`config.mk`:
```
export PLATFORM = sky130hd
export DESIGN_NAME = alu_shift_sched
export DESIGN_NICKNAME = d
export VERILOG_FILES = /design/src/rtl/alu_shift_sched.sv
export SDC_FILE = /design/constraint.sdc
export NUM_CORES = 1
export LEC_CHECK = 0
export ABC_AREA = 1
export BUFFER_PORTS_ARGS = -buffer_cell sky130_fd_sc_hd__buf_2
export CORE_MARGIN = 3
export CORE_UTILIZATION = 35
export CTS_BUF_LIST = sky130_fd_sc_hd__clkbuf_8
export DETAILED_ROUTE_END_ITERATION = 10
export GPL_TIMING_DRIVEN = 0
export PLACE_DENSITY = 0.61
export SYNTH_ARGS = -nofsm -noshare
export SYNTH_HDL_FRONTEND = slang
export SYNTH_SLANG_ARGS = --single-unit
```
`constraint.sdc`:
```
create_clock -name clk -period 5.4 [get_ports clk]
set_clock_uncertainty 0.1 [all_clocks]
set_input_delay 1.62 -clock clk [delete_from_list [all_inputs] [get_ports clk]]
set_output_delay 1.62 -clock clk [all_outputs]
set_load 0.01 [all_outputs]
```
`src/rtl/alu_shift_sched.sv`:
```
// Issue scheduler for the shared 64-bit shift datapath.
// Each of ports A and B has a one-entry request buffer. A round-robin arbiter
// picks one full buffer per cycle and launches it on the registered sh_* bus.
// One cycle after launch, sh_done/sh_done_tag line up with the shifter flag
// stage. A flush (except) removes buffered and in-flight work of one thread.
module alu_shift_sched #(
  parameter int TAG_WIDTH = 9
) (
  input  logic                 clk,
  input  logic                 rst,
  input  logic                 except,
  input  logic                 except_thread,
  // port A
  input  logic                 reqA_vld,
  output logic                 reqA_rdy,
  input  logic                 reqA_thr,
  input  logic [TAG_WIDTH-1:0] reqA_tag,
  input  logic [3:0]           reqA_sz,
  input  logic                 reqA_arith,
  input  logic                 reqA_dir,
  input  logic [5:0]           reqA_cnt,
  input  logic [63:0]          reqA_val,
  // port B
  input  logic                 reqB_vld,
  output logic                 reqB_rdy,
  input  logic                 reqB_thr,
  input  logic [TAG_WIDTH-1:0] reqB_tag,
  input  logic [3:0]           reqB_sz,
  input  logic                 reqB_arith,
  input  logic                 reqB_dir,
  input  logic [5:0]           reqB_cnt,
  input  logic [63:0]          reqB_val,
  // shifter launch bus
  output logic                 sh_go,
  output logic [3:0]           sh_sz,
  output logic                 sh_arith,
  output logic                 sh_dir,
  output logic [5:0]           sh_cnt,
  output logic [63:0]          sh_val,
  output logic [TAG_WIDTH-1:0] sh_tag,
  // completion, aligned with the shifter flag stage
  output logic                 sh_done,
  output logic [TAG_WIDTH-1:0] sh_done_tag,
  output logic                 busy
);

  typedef struct packed {
    logic                 thr;
    logic [TAG_WIDTH-1:0] tag;
    logic [3:0]           sz;
    logic                 arith;
    logic                 dir;
    logic [5:0]           cnt;
    logic [63:0]          val;
  } req_t;

  req_t       a_in, b_in;
  req_t       a_buf, b_buf;
  logic       a_full, b_full;
  logic       rr_b;          // 1: port B was granted last, so A wins a tie
  logic       sh_thr;        // thread of the op currently on the sh_go stage

  logic       a_kill, b_kill;
  logic       a_cand, b_cand;
  logic       gnt_a, gnt_b;
  logic       a_acc, b_acc;
  req_t       win;
  logic [5:0] win_cnt;
  logic       go_killed;

  assign a_in = '{thr: reqA_thr, tag: reqA_tag, sz: reqA_sz, arith: reqA_arith,
                  dir: reqA_dir, cnt: reqA_cnt, val: reqA_val};
  assign b_in = '{thr: reqB_thr, tag: reqB_tag, sz: reqB_sz, arith: reqB_arith,
                  dir: reqB_dir, cnt: reqB_cnt, val: reqB_val};

  // Flush qualification, round-robin grant and selection of the launched request.
  always_comb begin
    // NOTE: every always_comb output gets a default first so no path can infer a latch.
    a_kill    = 1'b0;
    b_kill    = 1'b0;
    gnt_a     = 1'b0;
    gnt_b     = 1'b0;
    win       = b_buf;
    win_cnt   = 6'd0;
    go_killed = 1'b0;

    a_kill = except & a_full & (a_buf.thr == except_thread);
    b_kill = except & b_full & (b_buf.thr == except_thread);
    a_cand = a_full & ~a_kill;
    b_cand = b_full & ~b_kill;

    // Single candidate wins outright; on a tie the port opposite the pointer wins.
    gnt_a = a_cand & (~b_cand | rr_b);
    gnt_b = b_cand & (~a_cand | ~rr_b);

    if (gnt_a) win = a_buf;
    // Narrow ops only use the low five count bits.
    win_cnt = win.sz[3] ? win.cnt : {1'b0, win.cnt[4:0]};

    go_killed = except & (sh_thr == except_thread);
  end

  // Ready comes from buffer state and grant only, never from the incoming valid.
  assign reqA_rdy = ~a_full | gnt_a;
  assign reqB_rdy = ~b_full | gnt_b;

  // A handshake on the thread being flushed is taken but discarded.
  assign a_acc = reqA_vld & reqA_rdy & ~(except & (reqA_thr == except_thread));
  assign b_acc = reqB_vld & reqB_rdy & ~(except & (reqB_thr == except_thread));

  // Buffer occupancy: refill beats grant/flush so a port sustains one request per cycle.
  always_ff @(posedge clk) begin
    // NOTE: sequential state uses non-blocking assignments so every flop samples pre-edge values.
    if (rst) begin
      a_full <= 1'b0;
      b_full <= 1'b0;
    end else begin
      if (a_acc)                a_full <= 1'b1;
      else if (gnt_a || a_kill) a_full <= 1'b0;
      if (b_acc)                b_full <= 1'b1;
      else if (gnt_b || b_kill) b_full <= 1'b0;
    end
  end

  // Buffer payload capture on an accepted request.
  always_ff @(posedge clk) begin
    // NOTE: payload storage has no reset; the full flags alone say whether it is meaningful.
    if (a_acc) a_buf <= a_in;
    if (b_acc) b_buf <= b_in;
  end

  // Round-robin pointer tracks the most recently granted port.
  always_ff @(posedge clk) begin
    if (rst)        rr_b <= 1'b1;
    else if (gnt_a) rr_b <= 1'b0;
    else if (gnt_b) rr_b <= 1'b1;
  end

  // Launch stage: strobe every cycle, fields only reload on a grant.
  always_ff @(posedge clk) begin
    if (rst) begin
      sh_go    <= 1'b0;
      sh_sz    <= 4'd0;
      sh_arith <= 1'b0;
      sh_dir   <= 1'b0;
      sh_cnt   <= 6'd0;
      sh_val   <= 64'd0;
      sh_tag   <= '0;
      sh_thr   <= 1'b0;
    end else begin
      sh_go <= gnt_a | gnt_b;
      if (gnt_a || gnt_b) begin
        sh_sz    <= win.sz;
        sh_arith <= win.arith;
        sh_dir   <= win.dir;
        sh_cnt   <= win_cnt;
        sh_val   <= win.val;
        sh_tag   <= win.tag;
        sh_thr   <= win.thr;
      end
    end
  end

  // Completion stage: an op flushed while on sh_go never reports done.
  always_ff @(posedge clk) begin
    if (rst) begin
      sh_done     <= 1'b0;
      sh_done_tag <= '0;
    end else begin
      sh_done <= sh_go & ~go_killed;
      if (sh_go && !go_killed) sh_done_tag <= sh_tag;
    end
  end

  assign busy = a_full | b_full | sh_go | sh_done;

endmodule

```
Word-level counts from Yosys, hierarchy flattened
Cells that the tools add are included.

$add $sub $neg: 0. Multiply operators: 0. Div/mod/pow operators: 0. $lt $le $gt $ge: 0. Eq/ne operators: 5. Shift-type cells: 0. Multiplexer cells: 8. Bitwise operators: 34. Reductions and logical operators: 8.

Operators with widths (number): $mux 86 (1); $and 1x1->1 (16); $not 1->1 (10); $or 1x1->1 (8); $mux 1 (6); $mux 6 (1); $reduce_bool 2->1 (3); $eq 1x1->1 (5); $logic_or 1x1->1 (3); $logic_and 1x1->1 (1); $logic_not 1->1 (1).

Register bits after elaboration: 272. Bits in latches: 0. Memory bits (writable): 0. Bits in read-only memories: 0. Word-level logic and storage cells: 82. Memories kept: 0.

Depth between registers and ports, before layout
Word-level depth: 11. Mapped depth: 11.

Worst setup path before layout
OpenSTA, ideal clock, no wires.

Path kind: input to register. Start: in except_thread. End: reg a_buf[0] (netlist bit) (enable). Arrival time: 4.075 ns. Slack: 0.785 ns. Cell stages on the path: 10. Cell sequence: inv_2 -> nand2_1 -> nand3_2 -> nand2_4 -> inv_2 -> nand2_4 -> buf_6 -> nand2_1 -> nand3_1 -> inv_1.

Cells in the longest elaborated chain, start to end: 10.

Ends and longest elaborated chain: start, declared (line 12) `input logic except_thread,`; $eq 1x1->1 (line 88) `b_kill = except & b_full & (b_buf.thr == except_thread);`; $and 1x1->1 (line 88); $not 1->1 (line 90) `b_cand = b_full & ~b_kill;`; $and 1x1->1 (line 90); $not 1->1 (line 93) `gnt_a = a_cand & (~b_cand | rr_b);`; $or 1x1->1 (line 93); $and 1x1->1 (*) (line 93); $or 1x1->1 (*) (line 104) `assign reqA_rdy = ~a_full | gnt_a;`; via reqA_rdy (line 15) `output logic reqA_rdy,`; $and 1x1->1 (*) (2 in series) (line 108) `assign a_acc = reqA_vld & reqA_rdy & ~(except & (reqA_thr == except_thread));`; via a_acc (line 66) `logic a_acc, b_acc;`; end signal, assigned (line 128) `if (a_acc) a_buf <= a_in;`; end, declared (line 58) `req_t a_buf, b_buf;`.

Mark *: on every way through the listed nets, which the timed path passes. The rest lies on a longest branch. A chain may end at the register's enable or synchronous reset.

Worst setup path in the final report
Start: in except_thread. End: out reqA_rdy.

Cells in the longest elaborated chain, start to end: 8.

Ends and longest elaborated chain (line): $eq 1x1->1 (88); $and 1x1->1 (88); $not 1->1 (90); $and 1x1->1 (90); $not 1->1 (93); $or 1x1->1 (93); $and 1x1->1 (*) (93); $or 1x1->1 (*) (104); end, declared (15).

Mark *: on every way between the ends. The rest lies on a longest branch, timed or not.

==> impl_results.md <==
- Synthesis-to-layout area growth: 28.5%
- HP Class: flop to flop
- Most frequent cells after synthesis: edfxtp_1 (172), nand2_1 (125), o21ai_2 (109)
- Async SR Flop Fraction: 0%
- Pwr/cell area: 364 mW/mm^2
- Clock network power share: 38.0%
- Final number of setup-violating endpoints: 0
- DRC Markers: 0
- Count leader, synth: edfxtp_1
- Final Wtd Congestion: 0.820
- Worst VDD drop: 0.000202 V
- Main area contributors after synthesis: edfxtp_1 (52%), dfxtp_1 (20%), o21ai_2 (9.6%)
- Post-Synth Simple-Gate Area: 9.47%
- IO buf count: 276
- Worst Slack Setup Final: 1.02 ns
- Synth Area in XOR/XNOR: 0.176%
- Core area: 0.0279 sq mm
- # nets final: 1266
- Worst setup SP type: input port
- Register share of total power: 52.2%
- Via/cell ratio: 4.37
- Mapped Nets: 940
- Share of cells above drive strength 1: 44.5%
- Placed inst area: 0.0119 sq mm
- FP Rows: 61
- Post-synthesis compound-gate area fraction: 13.4%
- Largest family of logic cells by synthesized area: compound AO/OA/AOI/OAI gates
- Starting Density: 35.6%
- Delay-heaviest family, CP: simple AND/OR/NAND/NOR gates
- CTS Hold Bufs: 0
- Post_cts resized: 0
- Post-Place Worst Slack: 1.02 ns
- Syn Inst Count: 762
- CP Data Required Time: 3.68 ns
- Status: finished clean
- Worst-Skew Late Latency: 0.55 ns
- DRT Pass-1 Iters: 4
- P_int: 3.51 mW
- Die ar.: 0.0305 sq mm
- FMAX: 228 MHz
- Vias in the first global route: 6617
- Post-CTS setup buffer count: 0
- Routed vias: 6603
- Global-route wire length before repair: 37500 microns
- Initial antenna violation count: 9
- Die X: 175 microns
- Synth top area share: 51.9%
- Slew Limit Headroom: 59.0%
- Worst path cell trace: buf_2, inv_2, nand2_1, nand3_2, nand3_2, nand2_4, buf_6, nand2_1, buf_2
- CTS tree: built
- Crit Path Category: input port to output port
- Slowest CP cell: nand3_2
- Combinational power share: 9.9%
- Crit share post-route: 81.2%
- Crit path buffers/inverters: 4
- EDFF count, synth: 172
- Synth cell types: 29
- Initial DRC count: 309
- I/O pin count: 277
- Syn avg cell area: 13.1 sq um
- Drt wl/cell: 16.2 microns
- Min Clock Period, post-route: 4.38 ns
- Clk sink count: 272
- Largest net degree at the start of global routing: 51
- H-tree levels: 2
- Post-route cell area: 0.0128 sq mm
- Detailed-placement wirelength estimate: 17100 microns
- Die height: 175 microns
- Detail Route Antenna Nets: 0
- Critical path endpoint category: output port
- GRT Util Overall: 15.8%
- Area leader, netlist: edfxtp_1
- Grt ovf: 0
- Worst-margin pin slew: 0.615 ns
- Mux cell area share after synthesis: 0%
- Clock slew at reported path FFs: 0.05 ns
- Switching pwr: 1.14 mW
- #FFs+latches synth: 272
- Synth warnings: 0
- Synth Cell Area: 0.00995 sq mm
- Final wirelength: 24500 microns
- Main synth FF type: edfxtp_1
- Adder-cell share of the synthesized area: 0%
- Sequential-to-total area share from yosys stat: 72.0%
- Clock tree buffer depth: 3
- Final Hold Fails: 0
- Max-Cap Viols: 0
- Final slew viol count: 0
- CTS Root Cell: clkbuf_8
- CP max stage delay: 0.15 ns
- RSZ-0062 raised after global routing: false
- CP max FO: 10
- Switching share of power: 24.5%
- Hold_ws: 0.351 ns
- CTS Buf Count: 46
- WP data arrival: 2.66 ns
- Leakage: 5.39 nW
==> metrics by stage <==
| stage | power (mW) | TNS [ns] | std cells | util (%) |
|---|---|---|---|---|
| 6_report | 4.66 | 0 | 1511 | 45.8 |
| 5_1_grt | 4.90 | 0 | 1511 | 45.8 |
| 4_1_cts | 4.74 | 0 | 1504 | 45.7 |
| 3_5_place_dp | 2.94 | 0 | 1418 | 42.5 |
| 3_3_place_gp | 2.94 | -79.38 | 1416 | 42.3 |
| 2_1_floorplan | 2.73 | 0 | 762 | - |
==> registers in the layout, indices dropped and copies added, names as in the netlist, 4 cells and up <==
signal / flops
sh_cnt: 6
sh_sz: 4
sh_val: 64
sh_done_tag: 9
sh_tag: 9
a_buf: 86
b_buf: 86
==> power groups by stage <==
stage	sequential [mW]	clock, mW	combinational [mW]
detailed placement	2.47	0	0.472
floorplan	2.50	0	0.230
CTS	2.43	1.83	0.473
finish	2.43	1.77	0.461
global placement	2.48	0	0.454
global route	2.44	1.94	0.511
==> cells in the final DEF, fill, tap and decap left out, types with 3 or more instances in the layout <==
master,count
nor2_1,72
buf_2,285
buf_4,6
inv_2,4
clkbuf_1,8
nand2_1,125
buf_12,3
diode_2,7
nand2_2,11
buf_8,7
edfxtp_1,172
nand3_1,5
inv_1,51
dfxtp_1,100
o21ai_1,55
o21ai_0,14
buf_6,3
nand2_4,4
clkbuf_8,54
nand3_2,3
clkinv_1,15
o21ai_2,109
==> cell families (layout without fill, tap and decap cells) <==
kind of cell | after synthesis | count (layout)
other cells | 0 | 7
flops | 272 | 272
buf+inv | 82 | 446
xor+xnor | 2 | 2
simple gates | 224 | 224
compound gates | 182 | 182
==> worst reg2reg max path, cell delays in order, from the launching register on <==
cell and delay (ns):
edfxtp_1 0.41, inv_1 0.08, nand2_1 0.05, nand3_2 0.08
nand2_4 0.07, inv_2 0.11, nand2_4 0.08, buf_6 0.15
nand2_1 0.08, nand3_1 0.15, inv_4 0.44, buf_16 0.33
==> per-layer routing <==
layer	global-route usage (%)	up-vias	share of wire, %
met2	26.5	205	50
met3	4.15	56	5.7
met1	19.4	3047	41
met4	6.42	4	2.8
met5	0	-	0.11
li1	-	3291	-
==> area by class of cell <==
type	instances	area, sq um
inverter	45	174
antenna	7	17.5
clock inverter	32	161
sequential	272	7170
fill	2649	15100
timing repair buffer	278	1440
buffer	37	327
tap	378	473
clock buffer	54	743
multi-input combinational	408	2290
==> worst paths after layout <==
check	start	end	slack, ns	cells after the start
worst max-delay path	except_thread	reqA_rdy	1.02	9
worst min register to register	sh_val[45]	sh_val[45]	0.35	2
worst max register to register	a_buf[85]	a_buf[34]	2.90	11
worst min-delay path	sh_val[45]	sh_val[45]	0.35	2
(Power assumes the default switching activity.)
